$ cat config.mk
export PLATFORM = sky130hd
export DESIGN_NAME = bus_error_responder
export DESIGN_NICKNAME = d
export VERILOG_FILES = /design/src/rtl/ariane_soc_pkg.sv /design/src/rtl/bus_error_responder.sv
export SDC_FILE = /design/constraint.sdc
export NUM_CORES = 1
export LEC_CHECK = 0
export ABC_AREA = 1
export BUFFER_PORTS_ARGS = -buffer_cell sky130_fd_sc_hd__buf_2
export CAP_MARGIN = 20
export CORE_AREA = 10 10 115 117
export CTS_CLUSTER_SIZE = 14
export DETAILED_ROUTE_END_ITERATION = 7
export DIE_AREA = 0 0 125 127
export MAX_ROUTING_LAYER = met4
export PLACE_DENSITY = 0.59
export SETUP_SLACK_MARGIN = 0.1
export SYNTH_ARGS = -nofsm -noshare
export SYNTH_HDL_FRONTEND = slang
export SYNTH_SLANG_ARGS = --single-unit
$ cat constraint.sdc
create_clock -name clk_i -period 1.9 [get_ports clk_i]
set_clock_uncertainty 0.05 [all_clocks]
set_input_delay 0.095 -clock clk_i [delete_from_list [all_inputs] [get_ports clk_i]]
set_output_delay 0.095 -clock clk_i [all_outputs]
set_load 0.1 [all_outputs]
$ cat src/rtl/ariane_soc_pkg.sv
// SoC-wide constants for the error responder: redirect data, decode-error code, FSM states.
package ariane_soc;

  localparam logic [63:0] ERROR_REDIRECT = 64'h0FFF_0FFF_0000_0000;
  localparam logic [1:0]  DECERR         = 2'b11;

  typedef enum logic [1:0] {
    BER_IDLE   = 2'd0,
    BER_WDRAIN = 2'd1,
    BER_BRESP  = 2'd2,
    BER_RBURST = 2'd3
  } ber_state_e;

endpackage

$ cat src/rtl/bus_error_responder.sv
// AXI sink that answers every transaction with DECERR, one transaction at a time.
// Optional address/count logging is built in when BUS_ERR_LOG_EN is defined.
module bus_error_responder
  import ariane_soc::*;
#(
  parameter int unsigned IdWidth  = 4,
  parameter int unsigned CntWidth = 16
) (
  input  logic                clk_i,
  input  logic                rst_i,
  input  logic                aw_valid_i,
  output logic                aw_ready_o,
  input  logic [IdWidth-1:0]  aw_id_i,
  input  logic [63:0]         aw_addr_i,
  input  logic                w_valid_i,
  output logic                w_ready_o,
  input  logic                w_last_i,
  output logic                b_valid_o,
  input  logic                b_ready_i,
  output logic [IdWidth-1:0]  b_id_o,
  output logic [1:0]          b_resp_o,
  input  logic                ar_valid_i,
  output logic                ar_ready_o,
  input  logic [IdWidth-1:0]  ar_id_i,
  input  logic [63:0]         ar_addr_i,
  input  logic [7:0]          ar_len_i,
  output logic                r_valid_o,
  input  logic                r_ready_i,
  output logic [IdWidth-1:0]  r_id_o,
  output logic [63:0]         r_data_o,
  output logic [1:0]          r_resp_o,
  output logic                r_last_o,
  output logic [63:0]         err_addr_o,
  output logic [CntWidth-1:0] err_count_o
);

  ber_state_e         state_q, state_d;
  logic [IdWidth-1:0] id_q, id_d;
  logic [7:0]         cnt_q, cnt_d;
  logic               aw_hs, ar_hs;

  assign aw_hs = aw_valid_i & aw_ready_o;
  assign ar_hs = ar_valid_i & ar_ready_o;

  // State register
  always_ff @(posedge clk_i) begin
    if (rst_i) begin
      state_q <= BER_IDLE;
      id_q    <= '0;
      cnt_q   <= '0;
    end else begin
      state_q <= state_d;
      id_q    <= id_d;
      cnt_q   <= cnt_d;
    end
  end

  // Next state
  always_comb begin
    state_d = state_q;
    id_d    = id_q;
    cnt_d   = cnt_q;
    case (state_q)
      BER_IDLE: begin
        if (aw_hs) begin
          state_d = BER_WDRAIN;
          id_d    = aw_id_i;
        end else if (ar_hs) begin
          state_d = BER_RBURST;
          id_d    = ar_id_i;
          cnt_d   = ar_len_i;
        end
      end
      BER_WDRAIN: if (w_valid_i && w_last_i) state_d = BER_BRESP;
      BER_BRESP:  if (b_ready_i) state_d = BER_IDLE;
      BER_RBURST: begin
        if (r_ready_i) begin
          if (cnt_q == 8'd0) state_d = BER_IDLE;
          else               cnt_d   = cnt_q - 8'd1;
        end
      end
      default: state_d = BER_IDLE;
    endcase
  end

  // Handshake outputs; AW wins an IDLE-cycle tie, nothing is accepted while in reset
  always_comb begin
    aw_ready_o = 1'b0;
    ar_ready_o = 1'b0;
    w_ready_o  = 1'b0;
    b_valid_o  = 1'b0;
    r_valid_o  = 1'b0;
    r_last_o   = 1'b0;
    case (state_q)
      BER_IDLE: begin
        aw_ready_o = ~rst_i;
        ar_ready_o = ~rst_i & ~aw_valid_i;
      end
      BER_WDRAIN: w_ready_o = 1'b1;
      BER_BRESP:  b_valid_o = 1'b1;
      BER_RBURST: begin
        r_valid_o = 1'b1;
        r_last_o  = (cnt_q == 8'd0);
      end
      default: ;
    endcase
  end

  assign b_id_o   = id_q;
  assign r_id_o   = id_q;
  assign b_resp_o = DECERR;
  assign r_resp_o = DECERR;
  assign r_data_o = ERROR_REDIRECT;

`ifdef BUS_ERR_LOG_EN
  logic [63:0]         err_addr_q;
  logic [CntWidth-1:0] err_count_q;

  // Record the last decoded-away address and a saturating hit count
  always_ff @(posedge clk_i) begin
    if (rst_i) begin
      err_addr_q  <= '0;
      err_count_q <= '0;
    end else if (aw_hs || ar_hs) begin
      err_addr_q <= aw_hs ? aw_addr_i : ar_addr_i;
      if (err_count_q != {CntWidth{1'b1}}) err_count_q <= err_count_q + CntWidth'(1);
    end
  end

  assign err_addr_o  = err_addr_q;
  assign err_count_o = err_count_q;
`else
  logic unused_addr;
  assign unused_addr = ^{aw_addr_i, ar_addr_i};
  assign err_addr_o  = '0;
  assign err_count_o = '0;
`endif

endmodule
### After elaboration in Yosys (flattened, before gate mapping)

Cells that the tools add are included.

* logic and storage cells: 48
* register bits after elaboration: 14
* bits in writable memories: 0
* bits in latches: 0
* memory bits (read-only): 0
* output and inout bits: 162
* memories: 0
* input bits: 152

* reductions and logical operators: 8
* div/mod/pow operators: 0
* shift-type cells: 0
* $mul: 0
* $add $sub $neg: 1
* bitwise operators: 5
* muxes and demuxes: 20
* equal/unequal tests: 11
* $lt $le $gt $ge: 0

Operator list (number)
* $mux 8: 4
* $pmux 8 s2: 1
* $ne 2x2->1 const B: 7
* $mux 2: 6
* $reduce_and 5->1: 2
* $logic_not 8->1: 1
* $mux 4: 2
* $pmux 2 s4: 1
* $sub 8x1->8 const B: 1
* $mux 1: 6
* $eq 2x2->1 const B: 2
* $reduce_bool 2->1: 2
* $and 1x1->1: 3
* $ne 3x3->1 const B: 1
* $eq 2x1->1 const B: 1
* $logic_not 2->1: 1
* $not 1->1: 2
* $reduce_and 2->1: 1
* $logic_and 1x1->1: 1

### Depth between registers and ports, before layout

Gate-level depths: netlist of the first run.

* depth in word-level cells: 7
* mapped depth: 12

### Least setup slack after synthesis of the first run

OpenSTA, ideal clock, no wires.

* path type: flip-flop to flip-flop
* start point: reg state_q[1]
* end point: reg state_q[0]
* path buffers: 0
* data required time: 1741 ps
* path slack: -556 ps
* period minus slack after synthesis: 2456 ps
* setup time: 109 ps
* arrival: 2297 ps
* cell stages (with the launch flop): 10
* cell sequence: dfxtp_1 inv_1 nor2_1 nand2_1 nand3_1 nor2_1 nand2_1 nand2_1 nand2_1 inv_1

* word-level cells in the longest chain between the ends: 5
* elaborated cells between the ends (all ways): 16
* classes of those cells: eq/ne: 8; mux: 4; bitwise: 2; reduce/logical: 2

Ends and longest elaborated chain
* start, declared: RTL line bus_error_responder.sv:37 `ber_state_e state_q, state_d;`
* start signal, assigned: RTL line bus_error_responder.sv:52 `state_q <= state_d;`
* $logic_not 2->1: RTL line bus_error_responder.sv:63, bus_error_responder.sv:94
* $mux 1: RTL line bus_error_responder.sv:94 `case (state_q)`
* $and 1x1->1, on equally long branches: RTL line bus_error_responder.sv:42, bus_error_responder.sv:43
* $ne 3x3->1 (no line) / $mux 2 (equally long branches)
* $reduce_and 5->1 (no line) / $pmux 2 s4 (equally long branches)

Parallel ways exist; a longest one is shown, timed or not.
A chain may end at the register's enable or synchronous reset.

### Worst setup path in the final report of the first run

* start point: reg state_q[1]
* end point: out aw_ready_o

* word-level cells in the longest chain between the ends: 2

Ends and longest elaborated chain
* $logic_not 2->1: RTL line bus_error_responder.sv:94
* $mux 1: RTL line bus_error_responder.sv:94
* end, declared: RTL line bus_error_responder.sv:12 `output logic aw_ready_o,`

No other way between the ends.

==> results of run 1 <==
-- synth_stat cells, types with 2 or more instances --
library cell	count	area share, %
nand2_1	59	10
dfxtp_1	14	13
nor2_2	2	0.57
o21ai_1	4	0.92
ha_1	2	1.1
conb_1	2	0.34
nand3_1	16	3.7
inv_1	24	4.1
o21ai_2	2	0.80
a21oi_1	7	1.6
o21ai_0	5	1.1
nor2_1	26	4.5
buf_4	152	52
inv_2	8	1.4
buf_2	2	0.46
buf_6	2	1.0
-- flip-flops by register name (all words and copies together) (netlist names) --
register and flops:
state_q 2, cnt_q 8, b_id_o 4
-- timing repair --
action,4_1_cts,5_1_grt
buffers inserted,0,0
setup endpoints to repair,0,1
gates resized for setup,0,1
-- through the flow --
stage                     setup WS, ps  cell area (sq um)  power, W  cells  hold slack [ps]
after floorplan                  60.01               2755  0.003113    480            182.6
after global placement           316.0               1976  0.003067    506            359.6
after detailed placement         328.0               1976  0.003070    506            359.4
after CTS                        169.8               2051  0.003481    509            100.8
after global routing             135.8               2053  0.003707    509            138.5
final                            272.8               2053  0.003471    509            104.3
-- how the worst min path moves through the flow --
| stage | cells past startpoint | to | startpoint |
|---|---|---|---|
| floorplan | 3 | state_q[0] | rst_i |
| global placement | 4 | state_q[0] | rst_i |
| detailed placement | 4 | state_q[0] | rst_i |
| CTS | 4 | state_q[0] | rst_i |
| global route | 4 | state_q[0] | rst_i |
| finish | 4 | state_q[0] | rst_i |
-- worst max-delay path: cells and delay by family, from the launching register on --
kind                   cells  cell delay [ps]
and+or+nand+nor            2              400
DFF                        1              360
buffers and inverters      2              470
-- cells in the final DEF (no fill, tap or decap), drive strengths merged --
cell type	synthesis	routed
or2	1	1
conb	2	148
inv	32	31
nor2	29	29
nand3	17	17
a21oi	7	7
clkinvlp	0	1
o21ai	11	11
nand4	2	2
dfxtp	14	14
a41oi	1	1
clkbuf	0	4
buf	156	38
ha	2	2
nand2	60	60
-- layer usage --
metal | global-route usage, % | wire length [um] | vias to the layer above
li1 | - | - | 781
met1 | 6.681 | 2229 | 620
met3 | 4.260 | 900 | 2
met4 | 1.220 | 34 | 0
met2 | 7.991 | 1906 | 136
met5 | - | 0 | -
-- area by class of cell --
class	instances	share of cell area, %
Clock buffer	3	3.656
Inverter	32	6.033
Sequential cell	14	13.71
Tap cell	143	8.714
Multi-Input combinational cell	278	57.28
Timing Repair Buffer	39	10.60
-- power by group --
part	switching [W]	leakage, nW	internal, W
sequential	0.0000760	0.116	0.000383
clock	0.000120	0.0370	0.000275
combinational	0.00228	1.14	0.000333
total	0.00248	1.30	0.000991
-- kinds of logic (layout without fill, tap and decap cells) --
| family | Yosys count | after routing | synth area share (%) |
|---|---|---|---|
| compound gates | 19 | 19 | 4.885 |
| fa+ha+maj | 2 | 2 | 1.149 |
| buf+inv | 188 | 74 | 59.43 |
| flops | 14 | 14 | 12.87 |
| other cells | 2 | 148 | 0.3450 |
| simple gates | 109 | 109 | 21.32 |
==> impl_results.md, run 1 <==
- Run status: finished, final reports clean
- Via count: about 1,500
- Fill cells: between 1,000 and 1,500
- CP Capture Point: aw_ready_o
- ANT cells: 0
- Core Area: approximately 11,000 sq um
- CP startpoint: state_q[1]
- First drt pass iteration count: 4
- Sequential area share after synthesis: 12.87%
- Register-to-Register Path Depth: 8
- Post-DRT Antenna Nets: 0
- Final core utilization: between 15 and 20%
- Fin Setup TNS: 0 ps
- Drt drc: 0
- Crit path kind: flip-flop to output port
- Vias in the first global route: approximately 1,600
- # setup viols final: 0
- Leak: 1.297 nW
- Antenna violations before repair: 0
- Asr flop ratio synth: 0%
- Yosys reg bits: 14
- Share of cells above drive strength 1: roughly 17%
- Final min period: ~1600 ps
- All-layer global routing usage: around 5.8%
- Synth Instances: about 330
- Initial Util: just under 20%
- Die Area: about 16,000 sq um
- CP max-delay cell: clkbuf_4
- Final #Nets: between 500 and 600
- RePlAce Congestion: between 0.7 and 0.8
- Clock Sinks: 14
- Cell area power density: 1690 nW/um^2
- Critical path peak fanout: 7
- Clk pin slew, worst setup/hold paths: around 50 ps
- Vias per cell: approximately 3.0
- Starting DRT DRC Count: 34
- Area of the multi-input gates: 1176 sq um
- Largest net degree at the start of global routing: 15
- Setup crit end kind: output port
- # IOs: approximately 310
- R2r startpoint: cnt_q[0]
- Area grow syn2layout: -5.690%
- Die height: 127 um
- H-tree Lvls: 1
- GRT overflow: 0
- CTS Buf Count: 3
- Row Count: 39
- VDD IR max: approximately 0.65 mV
- FMAX: around 610 MHz
- FF+latch area: about 280 sq um
- Die W: roughly 130 um
- Worst Hold Class: input port to flip-flop
- Mapped Avg Cell Area: around 6.5 sq um
- Worst Setup Start Kind: flip-flop
- RSZ-0062 raised after global routing: no
- CTS tree: done
- Worst reg2reg setup slack: 330 ps
- Ys Warns: 0
- First-pass GRT wire length: about 7700 um
- Mapped cell area: approximately 2200 sq um
- I/O Buffers: 37
- Average routed wire per standard cell: around 10 um
- Critical Path RT: ~1800 ps
- Cell chain of the critical path: nor2_2 -> inv_2 -> nor2_4 -> clkbuf_4
- Clk Tree Root Cell: clkbuf_16
- Max clock buf depth: 2
- Crit-path max cell delay: around 380 ps
- Hpwl dp: approximately 4500 um
- Reg2reg end: cnt_q[3]
- Clk_lat worst skew: roughly 240 ps
- Post-synth EDFFs: 0
- Fin. max-slew vios: 0
- Synth cell types: 23
- Synth Flop Type: dfxtp_1
- Max_cap viols: 0
- Worst Path Arrival: ~1500 ps
- Final wirelength: roughly 5000 um
- Final Cycle Share: roughly 86%
- Post-CTS Hold Buffers: 0
- Hold Fails Final Rpt: 0
Power figures use the tool's default switching activity.
==> run 2, diff against run 1 <==
clock period = 1.65 ns   (was 1.9 ns; I/O delays follow)
==> run 2 against run 1 <==
Global-route usage rose by 0.13 points. Count of clock-buffer cells in the layout rose by 1. Via count rose by 3.4%. Die area did not move. Wire length rose by 2.8%. Critical path depth rose by 4. Power rose by 25%. Critical endpoint is now r_last_o. Highest routed layer unchanged.
==> impl_results.md, run 2 (same netlist as run 1, synthesis figures left out) <==
- Leak: 1.355 nW (+4.5%)
- Min-delay src: rst_i
- Area grow syn2layout: 2.184%
- First drt pass iteration count: 4 (unchanged)
- Cell chain of the critical path: inv_4 -> ha_4 -> inv_2 -> nor2_4 -> nand3_2 -> buf_6 -> clkinvlp_4 -> buf_12
- Worst Path Arrival: 1380 ps (-100 ps)
- Die height: 127 um (unchanged)
- All-layer global routing usage: 5.950% (+0.13 points)
- Vias per cell: 3.066 (+1.4%)
- Antenna violations before repair: 1 (+1)
- CP max-delay cell: dfxtp_2
- Die Area: 15,880 sq um (unchanged)
- Most frequent cells in the layout: 148 x conb_1, 57 x nand2_1, 33 x buf_2, 20 x nor2_1, 19 x inv_1
- Final #Nets: 530 (+1.5%)
- Crit path kind: flip-flop to output port
- CTS tree: done
- Clk Tree Root Cell: clkbuf_16
- Reg with most FFs: cnt_q
- Clock Sinks: 14 (unchanged)
- Setup crit end kind: output port
- Run status: finished, final reports clean
- Clk pin slew, worst setup/hold paths: 50 ps (about the same)
- Initial Util: 19.57% (unchanged)
- Power Total: 0.004325 W (+25%)
- VDD IR max: 0.8148 mV (+26%)
- Hold Fails Final Rpt: 0 (unchanged)
- Worst reg2reg setup slack: 200 ps (-130 ps)
- Die W: 125 um (unchanged)
- GRT overflow: 0 (unchanged)
- Starting DRT DRC Count: 24 (-29%)
- I/O Buffers: 37 (unchanged)
- Share of cells above drive strength 1: 23.20% (+5.7 points)
- # setup viols final: 0 (unchanged)
- CTS Buf Count: 3 (unchanged)
- Worst path bufs/invs: 5 (+3)
- Clk_lat worst skew: 240 ps (about the same)
- Max_cap viols: 0 (unchanged)
- Most common cell after layout, fill and taps aside: conb_1
- Critical Path RT: 1520 ps (-230 ps)
- Vias in the first global route: 1,711 (+4.6%)
- Row Count: 39 (unchanged)
- Max clock buf depth: 2 (unchanged)
- Post-DRT Antenna Nets: 0 (unchanged)
- Post-CTS Hold Buffers: 0 (unchanged)
- Largest net degree at the start of global routing: 15 (unchanged)
- CP delay by family, top: buffers and inverters
- FMAX: around 660 MHz
- Hpwl dp: 4523 um (-0.16%)
- Average routed wire per standard cell: 10.04 um (+0.84%)
- Core Area: 11,130 sq um (unchanged)
- Drt drc: 0 (unchanged)
- Fin Setup TNS: 0 ps (unchanged)
- H-tree Lvls: 1 (unchanged)
- Final Cycle Share: 91.36%
- R2r startpoint: state_q[0]
- Final wirelength: 5213 um (+2.8%)
- # IOs: 314 (unchanged)
- Final min period: about 1500 ps
- Worst Hold Class: input port to flip-flop
- Via count: 1,591 (+3.4%)
- CP startpoint: cnt_q[0]
- Crit-path max cell delay: 330 ps (-50 ps)
- Worst Setup Start Kind: flip-flop
- First-pass GRT wire length: 7948 um (+3.1%)
- RePlAce Congestion: 0.7124 (+0.79%)
- Critical path peak fanout: 4 (-3)
- Cell area power density: 1944 nW/um^2 (+15%)
- Fin. max-slew vios: 0 (unchanged)
- Max reg flops: 8 (unchanged)
- RSZ-0062 raised after global routing: yes
## run 2: final timing paths
check                           cells past startpoint          to
worst max-delay path                                8    r_last_o
worst min-delay path                                4  state_q[0]
worst max register to register                      8   b_id_o[3]
worst min register to register                      4    cnt_q[4]
## run 2: cell type report
cell class / count / area [sq um]
flip-flops and latches: 14 / 290.3
multi-input cells: 279 / 1229
diodes: 1 / 2.502
clock buffers: 4 / 88.84
well taps: 143 / 178.9
fillers: 1260 / 8901
repair buffers: 46 / 304.0
inverters: 32 / 131.4
## run 2: worst min-delay path: stages
cell and delay [ps]:
buf_2 130, a21oi_1 50, nand2_1 50, inv_1 30
## run 2: per-stage QoR
step           std cells  instance area (sq um)  setup slack, ps  hold WS [ps]  util [%]
6_report             519                   2225            142.5         87.27     20.00
5_1_grt              519                   2225            65.35         111.7     20.00
4_1_cts              514                   2163            108.9         81.91     19.44
3_5_place_dp         507                   2027            135.7         341.4     18.22
3_3_place_gp         507                   2027            142.5         338.0     18.22
2_1_floorplan        480                   2769           -119.4         162.7         -
## run 2: power by group
group / internal (W) / switching (W)
registers: 0.000452 / 0.000104
logic: 0.000546 / 0.00271
clock network: 0.000368 / 0.000144
total: 0.00137 / 0.00296
## run 2: timing repair
action / CTS / global route
resized for setup: 8 / 12
setup buffers: 3 / 3
gates cloned: 0 / 1
endpoints found under the setup margin: 1 / 12
pin swaps: 4 / 6
## run 2: metal layers
layer	global-route usage [%]	vias up	wire, um
met3	4.136	2	855
met4	0.6098	0	8
met1	6.767	653	2276
met5	-	-	0
met2	8.701	136	2073
li1	-	800	-
==> run 3, diff against run 2 <==
clock period = 1.5 ns   (was 1.65 ns; I/O delays follow)
==> run 3 against run 2 <==
Wire length is 6.3% higher. Clock power up 1%. Non-clock buffer count rose by 13. First-iteration DRC count up 79%. Largest power group unchanged. Critical endpoint unchanged. Flip-flop and latch count is the same. Critical path depth fell by 1. Highest routed layer unchanged. Via count grew 6.0%. Register-to-register slack worse by 140 ps.
==> impl_results.md, run 3 (same netlist as run 1, synthesis figures left out) <==
- Most frequent cells in the layout: 148 x conb_1, 46 x nand2_1, 31 x buf_2, 18 x inv_1, 15 x nand3_1
- Most Crowded Layer GR: met2
- Core Area: 11,130 sq um (unchanged)
- FMAX: between 600 and 700 MHz
- Min-delay src: rst_i
- # IOs: 314 (unchanged)
- First-pass GRT wire length: 8190 um (+3.0%)
- CP delay by family, top: buffers and inverters
- Crit path kind: flip-flop to output port
- Power Total: 0.005391 W (+25%)
- Max_cap viols: 0 (unchanged)
- R2r startpoint: cnt_q[0]
- Critical path peak fanout: 5 (+1)
- Vias per cell: 3.169 (+3.4%)
- VDD IR max: 0.7205 mV (-12%)
- Clock Sinks: 14 (unchanged)
- Row Count: 39 (unchanged)
- Met1 GRT Util: 6.912% (+0.14 points)
- Worst Setup Start Kind: flip-flop
- Post-CTS Hold Buffers: 0 (unchanged)
- CTS Buf Count: 3 (unchanged)
- Most common cell after layout, fill and taps aside: conb_1
- Pre-CTS WS: 61.12 ps (-74.55 ps)
- Final worst slack: 5.345 ps (-137.1 ps)
- Final min period: between 1000 and 1500 ps
- Worst reg2reg setup slack: 60 ps (-140 ps)
- Register-to-Register Path Depth: 11 (+3)
- CTS tree: done
- Final cell count without fillers: 532 (+2.5%)
- RePlAce Congestion: 0.7323 (+2.8%)
- I/O Buffers: 37 (unchanged)
- Clk pwr share: 9.6% (-2.2 points)
- CP startpoint: cnt_q[3]
- Psw: 0.003506 W (+18%)
- Setup crit end kind: output port
- Initial Util: 19.57% (unchanged)
- Placed instance count: 513 (+1.2%)
- Post-DP Area: 2125 sq um (+4.8%)
- Die Area: 15,880 sq um (unchanged)
- Fin. max-slew vios: 0 (unchanged)
- Power share of the combinational group: 78.9% (+3.6 points)
- Critical path depth: 7 (-1)
- Average routed wire per standard cell: 10.42 um (+3.8%)
- Final wirelength: 5544 um (+6.3%)
- Die W: 125 um (unchanged)
- Vias in the first global route: 1,763 (+3.0%)
- Share of cells above drive strength 1: 32.22% (+9.0 points)
- Cell area power density: 2145 nW/um^2 (+10%)
- Worst Path Arrival: 1370 ps (about the same)
- Final Cycle Share: 99.64%
- Design area: 2514 sq um (+13%)
- Reg with most FFs: cnt_q
- First drt pass iteration count: 4 (unchanged)
- # setup viols final: 0 (unchanged)
- Die height: 127 um (unchanged)
- Area grow syn2layout: 15.46%
- Cell chain of the critical path: inv_2 -> nand2_2 -> nor2_4 -> nand3_2 -> buf_6 -> clkinvlp_4 -> buf_12
- GRT overflow: 0 (unchanged)
- CP max-delay cell: dfxtp_1
- Antenna violations before repair: 1 (unchanged)
- Clk pin slew, worst setup/hold paths: 50 ps (about the same)
- Clk Tree Root Cell: clkbuf_16
- Clk_lat worst skew: 240 ps (about the same)
- H-tree Lvls: 1 (unchanged)
- Critical Path RT: 1370 ps (-150 ps)
- Post-DRT Antenna Nets: 0 (unchanged)
- Drt drc: 0 (unchanged)
- Hold Fails Final Rpt: 0 (unchanged)
- Final #Nets: 543 (+2.5%)
- Starting DRT DRC Count: 43 (+79%)
- Worst path bufs/invs: 4 (-1)
- Max clock buf depth: 2 (unchanged)
- Run status: finished, final reports clean
- RSZ-0062 raised after global routing: yes
- Max reg flops: 8 (unchanged)
- Worst Hold Class: input port to flip-flop
- Switch share: 65.03% (-3.4 points)
- Via count: 1,686 (+6.0%)
- Largest net degree at the start of global routing: 14 (-1)
- Leak: 1.460 nW (+7.8%)
- Flop pwr share: 11.4% (-1.5 points)
- Power Internal: 0.001885 W (+38%)
- CP Capture Point: r_last_o
- GR Util met3: 4.094% (-0.041 points)
- Crit-path max cell delay: 320 ps (about the same)
- Reg2reg end: cnt_q[2]
- Hpwl dp: 4569 um (+1.0%)
- Met2 usage: 9.040% (+0.34 points)
- All-layer global routing usage: 6.226% (+0.28 points)
run 3: changes by cell type in the layout (fill, tap and decap cells not counted), sizes merged:
cell    change
buf        +12
clkbuf      +1
run 3: through the flow:
| stage | setup TNS, ps | hold WS (ps) | utilization [%] |
|---|---|---|---|
| final | 0 | 76.56 | 22.59 |
| after global routing | -154.2 | 96.54 | 22.59 |
| after detailed placement | 0 | 341.5 | 19.10 |
| after global placement | 0 | 337.2 | 19.10 |
| after floorplan | -1494 | 155.2 | - |
| after CTS | 0 | 74.62 | 20.95 |
run 3: what timing repair did:
item / 4_1_cts / 5_1_grt
buffers inserted: 6 / 6
pin swaps: 5 / 19
gates resized for setup: 19 / 42
cloned: 1 / 1
hold endpoints to repair: 0 / 0
endpoints found under the setup margin: 13 / 17
run 3: worst min path at each step:
| stage | to | slack (ps) | cells after the start |
|---|---|---|---|
| global placement | state_q[0] | 340 | 4 |
| floorplan | state_q[0] | 160 | 3 |
| global route | state_q[0] | 100 | 4 |
| finish | state_q[0] | 80 | 4 |
| detailed placement | state_q[0] | 340 | 4 |
| CTS | state_q[0] | 70 | 4 |
run 3: layout make-up:
class | count | area (sq um)
Tap cell | 143 | 178.9
Inverter | 32 | 133.9
Antenna cell | 1 | 2.502
Timing Repair Buffer | 59 | 488.0
Sequential cell | 14 | 296.5
Clock buffer | 4 | 78.83
Fill cell | 1258 | 8612
Multi-Input combinational cell | 279 | 1335
run 3: tightest hold or removal path: stages:
cell	delay, ps
buf_2	130
a21oi_1	50
nand2_1	50
inv_1	30
run 3: power groups by stage:
stage               logic (W)  clock network (W)  registers, W
floorplan             0.00325                  0      0.000728
global placement      0.00356                  0      0.000603
detailed placement    0.00357                  0      0.000604
CTS                   0.00387           0.000543      0.000612
global route          0.00450           0.000557      0.000633
finish                0.00426           0.000519      0.000617
run 3: metal layers:
layer,vias up,share of wire (%)
met2,143,42
met5,-,0
li1,827,-
met4,0,0.38
met1,714,42
met3,2,16
